## src/rtl/flyhigh_pkg.sv

```systemverilog
// flyhigh_pkg: screen geometry, coordinate widths and the obstacle FSM state type
// shared by the flyhigh game blocks.
package flyhigh_pkg;

  localparam int H_VISIBLE = 640;
  localparam int V_VISIBLE = 480;
  localparam int X_W       = 10;  // visible pixel column
  localparam int Y_W       = 9;   // visible pixel row
  localparam int C_W       = 12;  // object / player coordinates

  typedef enum logic {
    ST_RUN   = 1'b0,
    ST_CRASH = 1'b1
  } fsm_state_t;

endpackage

```

## src/rtl/lfsr16.sv

```systemverilog
// lfsr16: 16-bit maximal-length Fibonacci LFSR, x^16+x^14+x^13+x^11+1,
// right-shifting form with seed 16'hACE1. Advances once per step enable.
module lfsr16 (
  input  logic        i_clk,
  input  logic        i_rst_n,
  input  logic        i_step,
  output logic [15:0] o_state
);

  logic [15:0] r_state;
  logic        w_fb;

  // Taps 16,14,13,11 map to bits 0,2,3,5 in the right-shifting form.
  assign w_fb = r_state[0] ^ r_state[2] ^ r_state[3] ^ r_state[5];

  // Shift register; reset loads the nonzero seed so the sequence never locks up.
  always_ff @(posedge i_clk or negedge i_rst_n) begin
    if (!i_rst_n) begin
      r_state <= 16'hACE1;
    end else if (i_step) begin
      r_state <= {w_fb, r_state[15:1]};
    end
  end

  assign o_state = r_state;

endmodule

```

## src/rtl/obstacle_field.sv

```systemverilog
// obstacle_field: N_OBS scrolling column obstacles, each with a vertical gap.
// Columns move left on every animate frame, new ones spawn periodically at the
// right edge, and o_obstacle reports the current pixel one pixel strobe later.
// Optional feature: define OBSTACLE_COLLIDE_EN to add the player collision
// latch and the CRASH freeze; without it o_collide/o_crashed are tied low.
module obstacle_field
  import flyhigh_pkg::*;
#(
  parameter int N_OBS        = 4,
  parameter int OBS_W        = 32,
  parameter int GAP_H        = 120,
  parameter int SPEED        = 2,
  parameter int SPAWN_PERIOD = 90,
  parameter int CRASH_FRAMES = 60
) (
  input  logic           i_clk,
  input  logic           i_rst_n,
  input  logic           i_pix_stb,
  input  logic           i_animate,
  input  logic [X_W-1:0] i_x,
  input  logic [Y_W-1:0] i_y,
  input  logic [C_W-1:0] i_player_x1,
  input  logic [C_W-1:0] i_player_x2,
  input  logic [C_W-1:0] i_player_y1,
  input  logic [C_W-1:0] i_player_y2,
  output logic           o_obstacle,
  output logic           o_collide,
  output logic           o_crashed
);

  localparam int FC_W    = $clog2(SPAWN_PERIOD + 1);
  localparam int CC_W    = $clog2(CRASH_FRAMES + 1);
  localparam int GAP_MOD = V_VISIBLE - GAP_H;

  localparam logic signed [C_W-1:0] L_SPEED   = C_W'(SPEED);
  localparam logic signed [C_W-1:0] L_OBS_W   = C_W'(OBS_W);
  localparam logic signed [C_W-1:0] L_KILL_X  = C_W'(-OBS_W);
  localparam logic signed [C_W-1:0] L_SPAWN_X = C_W'(H_VISIBLE);
  localparam logic [Y_W:0]          L_GAP_H   = (Y_W + 1)'(GAP_H);

  fsm_state_t              r_state;
  logic [N_OBS-1:0]        r_act;
  logic signed [C_W-1:0]   r_x   [N_OBS];
  logic [Y_W-1:0]          r_gap [N_OBS];
  logic [FC_W-1:0]         r_frame;
  logic [CC_W-1:0]         r_crash_cnt;
  logic                    r_obstacle;

  logic [15:0]             w_lfsr;
  logic [Y_W-1:0]          w_gap_new;
  logic signed [C_W-1:0]   w_px;
  logic signed [C_W-1:0]   w_x_mv [N_OBS];
  logic [N_OBS-1:0]        w_dead;
  logic [N_OBS-1:0]        w_spawn_sel;
  logic                    w_spawn_now;
  logic                    w_hit;
  logic                    w_player;
  logic                    w_crash_go;
  logic                    w_unused;

  lfsr16 u_lfsr (
    .i_clk   (i_clk),
    .i_rst_n (i_rst_n),
    .i_step  (i_animate),
    .o_state (w_lfsr)
  );

  // Gap position for a newly spawned column, taken from the pre-step LFSR value.
  assign w_gap_new   = Y_W'({23'd0, w_lfsr[8:0]} % 32'(GAP_MOD));
  assign w_px        = $signed(C_W'(i_x));
  assign w_spawn_now = (r_frame == FC_W'(SPAWN_PERIOD - 1));
  // Lowest-index inactive slot as a one-hot; all-ones r_act wraps to zero so a full field drops the spawn.
  assign w_spawn_sel = ~r_act & (r_act + N_OBS'(1));

  // Next x for each slot after one move, and whether it has fully left the screen.
  always_comb begin
    for (int i = 0; i < N_OBS; i++) begin
      w_x_mv[i] = r_x[i] - L_SPEED;
      w_dead[i] = (w_x_mv[i] <= L_KILL_X);
    end
  end

  // Current pixel lies in a column of some active slot but outside that slot's gap.
  always_comb begin
    w_hit = 1'b0;
    for (int i = 0; i < N_OBS; i++) begin
      if (r_act[i] && (w_px >= r_x[i]) && (w_px < r_x[i] + L_OBS_W) &&
          (({1'b0, i_y} < {1'b0, r_gap[i]}) ||
           ({1'b0, i_y} >= ({1'b0, r_gap[i]} + L_GAP_H)))) begin
        w_hit = 1'b1;
      end
    end
  end

  // Player box uses strict bounds, matching how the compositor draws it.
  assign w_player = (C_W'(i_x) > i_player_x1) && (C_W'(i_x) < i_player_x2) &&
                    (C_W'(i_y) > i_player_y1) && (C_W'(i_y) < i_player_y2);

`ifdef OBSTACLE_COLLIDE_EN
  logic r_latch;

  // Remember any overlap seen during the frame; consumed on the next animate.
  always_ff @(posedge i_clk or negedge i_rst_n) begin
    if (!i_rst_n) begin
      r_latch <= 1'b0;
    end else if ((r_state != ST_RUN) || w_crash_go) begin
      r_latch <= 1'b0;
    end else if (i_pix_stb && w_hit && w_player) begin
      r_latch <= 1'b1;
    end
  end

  assign w_crash_go = i_animate && r_latch && (r_state == ST_RUN);
  assign o_collide  = w_crash_go;
  assign o_crashed  = (r_state == ST_CRASH);
  assign w_unused   = ^w_lfsr[15:9];
`else
  assign w_crash_go = 1'b0;
  assign o_collide  = 1'b0;
  assign o_crashed  = 1'b0;
  assign w_unused   = ^{w_lfsr[15:9], w_player};
`endif

  // Obstacle pixel output, advanced only on pixel strobes.
  always_ff @(posedge i_clk or negedge i_rst_n) begin
    if (!i_rst_n) begin
      r_obstacle <= 1'b0;
    end else if (i_pix_stb) begin
      r_obstacle <= w_hit;
    end
  end

  assign o_obstacle = r_obstacle;

  // RUN/CRASH state machine with slot movement, spawning and frame counting.
  always_ff @(posedge i_clk or negedge i_rst_n) begin
    if (!i_rst_n) begin
      r_state     <= ST_RUN;
      r_act       <= '0;
      r_frame     <= '0;
      r_crash_cnt <= '0;
      for (int i = 0; i < N_OBS; i++) begin
        r_x[i]   <= '0;
        r_gap[i] <= '0;
      end
    end else if (i_animate) begin
      case (r_state)
        ST_RUN: begin
          if (w_crash_go) begin
            r_state     <= ST_CRASH;
            r_crash_cnt <= '0;
          end else begin
            // Existing slots move; a spawned slot starts untouched at the right edge.
            for (int i = 0; i < N_OBS; i++) begin
              if (r_act[i]) begin
                r_x[i] <= w_x_mv[i];
                if (w_dead[i]) r_act[i] <= 1'b0;
              end else if (w_spawn_now && w_spawn_sel[i]) begin
                r_act[i] <= 1'b1;
                r_x[i]   <= L_SPAWN_X;
                r_gap[i] <= w_gap_new;
              end
            end
            if (w_spawn_now) r_frame <= '0;
            else             r_frame <= r_frame + FC_W'(1);
          end
        end
        ST_CRASH: begin
          if (r_crash_cnt == CC_W'(CRASH_FRAMES - 1)) begin
            r_state     <= ST_RUN;
            r_act       <= '0;
            r_frame     <= '0;
            r_crash_cnt <= '0;
            for (int i = 0; i < N_OBS; i++) begin
              r_x[i]   <= '0;
              r_gap[i] <= '0;
            end
          end else begin
            r_crash_cnt <= r_crash_cnt + CC_W'(1);
          end
        end
        default: r_state <= ST_RUN;
      endcase
    end
  end

endmodule

```

## config.mk

```make
export PLATFORM = sky130hd
export DESIGN_NAME = obstacle_field
export DESIGN_NICKNAME = d
export VERILOG_FILES = /design/src/rtl/flyhigh_pkg.sv /design/src/rtl/lfsr16.sv /design/src/rtl/obstacle_field.sv
export SDC_FILE = /design/constraint.sdc
export NUM_CORES = 1
export LEC_CHECK = 0
export BUFFER_PORTS_ARGS = -buffer_cell sky130_fd_sc_hd__buf_4
export CAP_MARGIN = 20
export CORE_MARGIN = 3
export CORE_UTILIZATION = 56
export DETAILED_ROUTE_END_ITERATION = 7
export PLACE_DENSITY = 0.85
export SLEW_MARGIN = 20
export SYNTH_ARGS = -nofsm -noshare
export SYNTH_HDL_FRONTEND = slang
export SYNTH_HIERARCHICAL = 1
export SYNTH_SLANG_ARGS = --single-unit
export TNS_END_PERCENT = 20
```

## constraint.sdc

```tcl
create_clock -name i_clk -period 2.83 [get_ports i_clk]
set_clock_uncertainty 0.2 [all_clocks]
set_input_delay 0.1415 -clock i_clk [delete_from_list [all_inputs] [get_ports i_clk]]
set_output_delay 0.1415 -clock i_clk [all_outputs]
set_load 0.01 [all_outputs]
```

After elaboration in Yosys (flattened, before gate mapping) --
Cells that the tools add are included.
Storage, ports and cells: bits in registers 119, logic and storage cells 146
Cells by class: reductions and logical operators 30, order comparisons 20, bitwise logic cells 6, divide/modulo/power cells 1, multiplexer cells 45, $add $sub $neg 15, equality and inequality tests 15
Operator list (number):
- two-way mux 12 bit | 8
- one-hot mux 48 bit (2 select lines) | 1
- two-way mux 9 bit | 8
- one-hot mux 36 bit (2 select lines) | 1
- adder 12 x 7 -> 12 bit, second input constant | 4
- >= comparator 11 x 12 -> 1 bit | 4
- less-or-equal comparator 12 x 6 -> 1 bit, second input constant | 4
- < comparator 11 x 12 -> 1 bit | 4
- two-way mux 48 bit | 1
- subtractor 12 x 3 -> 12 bit, second input constant | 4
- adder 9 x 7 -> 10 bit, second input constant | 4
- >= comparator 9 x 10 -> 1 bit | 4
- < comparator 9 bit | 4
- two-way mux 36 bit | 1
- remainder unit 9 x 9 -> 32 bit, second input constant | 1
- two-way mux 1 bit | 17
- logical AND 1 bit | 16
- != test 2 bit, second input constant | 8
- AND reduction 4 bit | 4
- two-way mux 7 bit | 2
- one-hot mux 7 bit (2 select lines) | 1
- two-way mux 6 bit | 2
- != test 3 bit, second input constant | 4
- AND reduction 3 bit | 4
- 15 further kinds | 21

Depth between registers and ports, before layout --
depth after elaboration 8, depth in mapped cells 12, gate-level depth less buffers 12

Hierarchy --
Netlist, hierarchy kept.
By module, submodules not included:
- obstacle_field | instances 1, cells an instance 984, area each 8573.2 sq um
- lfsr16 | instances 1, cells an instance 38, area each 675.6 sq um

Worst setup path before layout --
No wires, ideal clock.
kind register -> register, start point reg r_gap[3] in the netlist's numbering, end point reg r_obstacle (netlist: o_obstacle), setup slack 0.162 ns, buffers on the path 0, arrival 2.342 ns, data required time 2.504 ns, clock period less this slack 2.668 ns, stages on the path, launching flop included 13, path through dfrtp_1 -> inv_1 -> ha_1 -> or3b_1 -> xnor2_1 -> ha_1 -> nor3_1 -> nand2_1 -> o2111ai_1 -> a31oi_1 -> o31ai_1 -> o31ai_1 -> o32a_1
Between the ends: word-level cells in the longest chain between the ends 5
Ends and longest elaborated chain:
- start, declared | line obstacle_field.sv:44 | logic [Y_W-1:0] r_gap [N_OBS];
- start signal, assigned by index | line obstacle_field.sv:161 | r_gap[i] <= w_gap_new;
- adder 9 x 7 -> 10 bit | line obstacle_field.sv:89 | ({1'b0, i_y} >= ({1'b0, r_gap[i]} + L_GAP_H)))) begin
- >= comparator 9 x 10 -> 1 bit | line obstacle_field.sv:89
- logical OR 1 bit (*) | line obstacle_field.sv:88 | (({1'b0, i_y} < {1'b0, r_gap[i]}) ||
- logical AND 1 bit (*) | line obstacle_field.sv:87 | if (r_act[i] && (w_px >= r_x[i]) && (w_px < r_x[i] + L_OBS_W) &&
- two-way mux 1 bit (*) | line obstacle_field.sv:87
- end signal, assigned | line obstacle_field.sv:129 | r_obstacle <= w_hit;
- end, declared | line obstacle_field.sv:47 | logic r_obstacle;
Every way passes the cells marked *; elsewhere a longest branch is shown, timed or not. A chain may end at the register's enable or synchronous reset.

Worst setup path after layout --
start point reg r_gap[12] in the netlist's numbering, end point reg r_obstacle (netlist: o_obstacle)
Between the ends: word-level cells in the longest chain between the ends 6
Ends and longest elaborated chain (line):
- adder 9 x 7 -> 10 bit | obstacle_field.sv:89
- >= comparator 9 x 10 -> 1 bit | obstacle_field.sv:89
- logical OR 1 bit (*) | obstacle_field.sv:88
- logical AND 1 bit (*) | obstacle_field.sv:87
- two-way mux 1 bit (*) (2 in a row) | obstacle_field.sv:87
Marks and branches as above.

==> results.py <==
metrics = {
    "outcome": {
        "status": "complete, but fails checks",
        "violations": "setup timing",
    },
    "worst_setup_path": {
        "cp_slowest_cell": "a2111o_1",
        "worstPathCellList": "inv_1, ha_1, ha_1, a21o_1, a21oi_1, o21ai_1, a2111o_1, a2bb2oi_2, o21ai_1, o32a_1",
        "max_stage_delay_ps": 460,
        "reg2reg_to": "o_obstacle",
        "r2r_slack_ps": -20,
        "crit_type": "flop to flop",
        "startpoint": "r_gap[12]",
        "worst-path-buf-inv": 1,
        "cp_max_fo": 2,
        "reg2reg_from": "r_gap[12]",
        "critPathTopFamily": "compound AO/OA/AOI/OAI gates",
        "path_depth": 10,
        "start_kind": "flop",
        "critical_path_arrival_ps": 2970,
        "crit_path_end_kind": "flop",
        "r2r.worst_path.cells": 10,
        "worstSetupEndpoint": "o_obstacle",
        "worstPathRequired_ps": 2940,
    },
    "die": {
        "start_util_pct": 57.8,
        "die_area_mm2": 0.0181,
        "die_h_um": 135,
        "ios": 74,
        "core.rowCount": 46,
        "die_x_um": 135,
        "core_mm2": 0.0160,
    },
    "clocking": {
        "clk_latency_ps": 430,
        "root_buffer": "clkbuf_16",
        "cts_made_buffers": 17,
        "cts_tree": "built",
        "cts_max_level": 4,
        "cts_buffer_depth": 2,
        "clk_pin_slew_ps": 60,
        "cts_sinks": 115,
    },
    "timing": {
        "fin_crit_sh_pct": 101,
        "maxSlewHeadroom_pct": 29.7,
        "timing.final.ws_setup_ps": -24.4,
        "finalSetupViolations": 1,
        "rsz0062_at_grt": "yes",
        "worst_slew_pin_slew_ps": 1050,
        "slew_violations": 0,
        "fmax_mhz": 350,
        "final-hold-violation-count": 0,
        "finalCriticalPeriod_ps": 2850,
        "setup-tns-final_ps": -24.4,
    },
    "finish": {
        "antenna_cells": 0,
        "area_growth_pct": 14.9,
        "multi_input_area_mm2": 0.00602,
        "drive_gt1_share_pct": 15.8,
        "final-seq-area_mm2": 0.00289,
        "fin_area_mm2": 0.0106,
        "fin_nets": 1284,
        "fin_cells": 1306,
        "fillers": 1166,
    },
    "yosys": {
        "synthMuxAreaShare_pct": 5.37,
        "seq_area_frac_synth_pct": 31.2,
        "synth_seq_cells": 115,
        "syn_avg_cell_area_um2": 9.05,
        "netlist_instances": 1022,
        "synth_xor_area_share_pct": 5.49,
        "synth-compound-area-share_pct": 19.0,
        "synth_top_family_by_area": "compound AO/OA/AOI/OAI gates",
        "synthFlopType": "dfrtp_1",
        "synth_edf_count": 0,
        "yosysUniqueCellTypes": 86,
        "async_flop_share_pct": 100,
        "yosysWarnings": 6,
        "synth_simple_gate_area_share_pct": 15.4,
        "synthesis.area_mm2": 0.00925,
        "synth_adder_area_share_pct": 18.4,
    },
    "place": {
        "gp_congestion": 0.901,
        "placed_cell_area_mm2": 0.00978,
        "dp_slack_ps": -73.2,
        "place_inst": 1261,
        "port_buffers": 22,
        "dp_hpwl_um": 16000,
    },
    "global_routing": {
        "antenna_found_initial": 0,
        "grt_pass1_vias": 8098,
        "grt_pass1_wl_um": 38000,
        "grt_use_total_pct": 25.9,
        "grt_max_degree": 49,
        "gr-total-overflow": 0,
    },
    "power_and_ir_drop": {
        "pwr-share-clk_pct": 37.5,
        "switching_share_pct": 31.1,
        "irDropWorstVdd_mv": 0.415,
        "powerDensity_mw_per_mm2": 564,
        "combPwrFrac_pct": 26.5,
        "power.internal_mw": 4.13,
        "p_total_mw": 6.00,
        "p_seq_share_pct": 36.0,
        "p_sw_mw": 1.86,
        "p_leak_nw": 4.73,
    },
    "detailed_routing": {
        "first_iter_violations": 616,
        "vias": 8239,
        "wl_per_cell_um": 18.0,
        "via_per_inst": 6.31,
        "postRouteWirelength_um": 23500,
        "drtPass1Iterations": 5,
        "ant_nets": 0,
        "drc": 0,
    },
    "flow_run": {
        "max_cap_violations": 0,
    },
    "min_path": {
        "hold_path.class": "input pin to asynchronous set/reset pin",
    },
}
==> metrics by stage <==
stage	utilization (%)	hold slack [ps]
detailed placement	61.1	-25.1
CTS	65.5	63.9
floorplan	-	-354
finish	66.4	54.4
global placement	61.1	-24.6
global route	66.4	110
==> cells in the mapped netlist, types with 3 or more instances <==
| cell | number | share of area (%) |
|---|---|---|
| nor4_1 | 5 | 0.34 |
| nand2b_1 | 12 | 0.81 |
| a21o_1 | 15 | 1.2 |
| inv_2 | 6 | 0.24 |
| inv_1 | 75 | 3.0 |
| nor2b_1 | 10 | 0.68 |
| o21ai_0 | 91 | 4.9 |
| a211o_1 | 3 | 0.28 |
| and3_1 | 6 | 0.41 |
| or4_1 | 3 | 0.24 |
| a21oi_1 | 48 | 2.6 |
| nand3_1 | 43 | 2.3 |
| xnor2_1 | 51 | 4.8 |
| o21a_1 | 12 | 0.97 |
| ha_1 | 136 | 18 |
| dfstp_2 | 8 | 2.3 |
| o2111ai_1 | 5 | 0.47 |
| mux2_4 | 8 | 1.3 |
| xor2_1 | 7 | 0.66 |
| o211ai_1 | 6 | 0.49 |
| or2_2 | 3 | 0.20 |
| nor2_1 | 54 | 2.2 |
| dfrtp_1 | 107 | 29 |
| mux2_2 | 13 | 1.6 |
| a31oi_1 | 12 | 0.81 |
| nand4_1 | 5 | 0.34 |
| o41ai_1 | 3 | 0.28 |
| clkbuf_1 | 21 | 0.85 |
| mux2i_1 | 5 | 0.54 |
| a211oi_1 | 6 | 0.49 |
| nor3_1 | 36 | 1.9 |
| or3_1 | 6 | 0.41 |
| o31ai_1 | 16 | 1.3 |
| mux2_1 | 16 | 1.9 |
| buf_4 | 3 | 0.24 |
| o21ai_1 | 25 | 1.4 |
| buf_2 | 6 | 0.32 |
| nand2_1 | 75 | 3.0 |
==> flip-flops by register name, summed over array words and instances, names as in the netlist <==
| signal | cells |
|---|---|
| r_gap | 36 |
| r_state | 1 |
| u_lfsr/o_state | 16 |
| r_crash_cnt | 6 |
| r_act | 4 |
| r_frame | 7 |
| r_x | 44 |
| o_obstacle | 1 |
==> layout by cell type, fill, tap and decap left out, types with 6 or more instances in the layout <==
master and n:
o31ai_1 16, a21o_1 15, ha_1 131, nand2_1 75, mux2_1 16, o21a_1 12
nor3_1 34, dfrtp_1 107, a21oi_1 47, inv_1 71, xor2_1 6, inv_2 10
mux2_2 13, a211oi_1 6, buf_4 62, nor2b_1 10, and3_1 6, clkbuf_16 17
nand3_1 42, o21ai_0 89, xnor2_1 48, nand2b_1 12, or3_1 6, mux2_4 8
nor2_1 54, o211ai_1 6, o21ai_1 27, dfstp_2 8, a31oi_1 12
==> worst min-delay path by stage <==
stage | end | slack [ps] | cells past startpoint
2_1_floorplan | o_obstacle | -350 | 0
3_3_place_gp | r_x[46] | -20 | 1
3_5_place_dp | r_x[47] | -30 | 1
4_1_cts | r_x[47] | 60 | 2
5_1_grt | r_x[47] | 110 | 2
6_report | r_x[44] | 50 | 2
==> area by class of cell <==
class / count / share of cell area (%)
tap: 216 / 2.54
inverter: 81 / 2.86
clock buffer: 21 / 4.43
multi-input combinational: 795 / 56.6
timing repair buffer: 67 / 4.96
sequential: 115 / 27.2
clock inverter: 11 / 1.42
==> cells by family after synthesis <==
group	Yosys count
xor gates and xnor gates	58
muxes	42
buffers and inverters	113
DFF	115
other	1
and+or+nand+nor	279
AOI/OAI and AO/OA	278
adders and majority gates	136
==> repair_timing <==
item,in CTS,in global routing
hold endpoints to repair,83,0
setup buffers,3,8
resized for setup,10,19
pin swaps,6,13
setup endpoints to repair,1,4
hold buffers,3,0
==> routing by layer <==
metal	wire, um	track usage, %	vias up	part of all wire [%]
met5	0	0	-	0
met4	1090	13.9	0	4.7
met3	1330	5.96	93	5.7
met2	11300	42.6	320	48
met1	9780	31.8	3994	42
li1	-	-	3832	-
==> power by group through the flow <==
stage | Clock, mW | Sequential (mW) | Combinational, mW
6_report | 2.25 | 2.16 | 1.59
5_1_grt | 2.35 | 2.19 | 1.76
4_1_cts | 2.27 | 2.15 | 1.53
3_5_place_dp | 0 | 2.17 | 1.49
3_3_place_gp | 0 | 2.16 | 1.43
2_1_floorplan | 0 | 2.13 | 1.08
No activity file was read; power rests on OpenSTA's default activity.
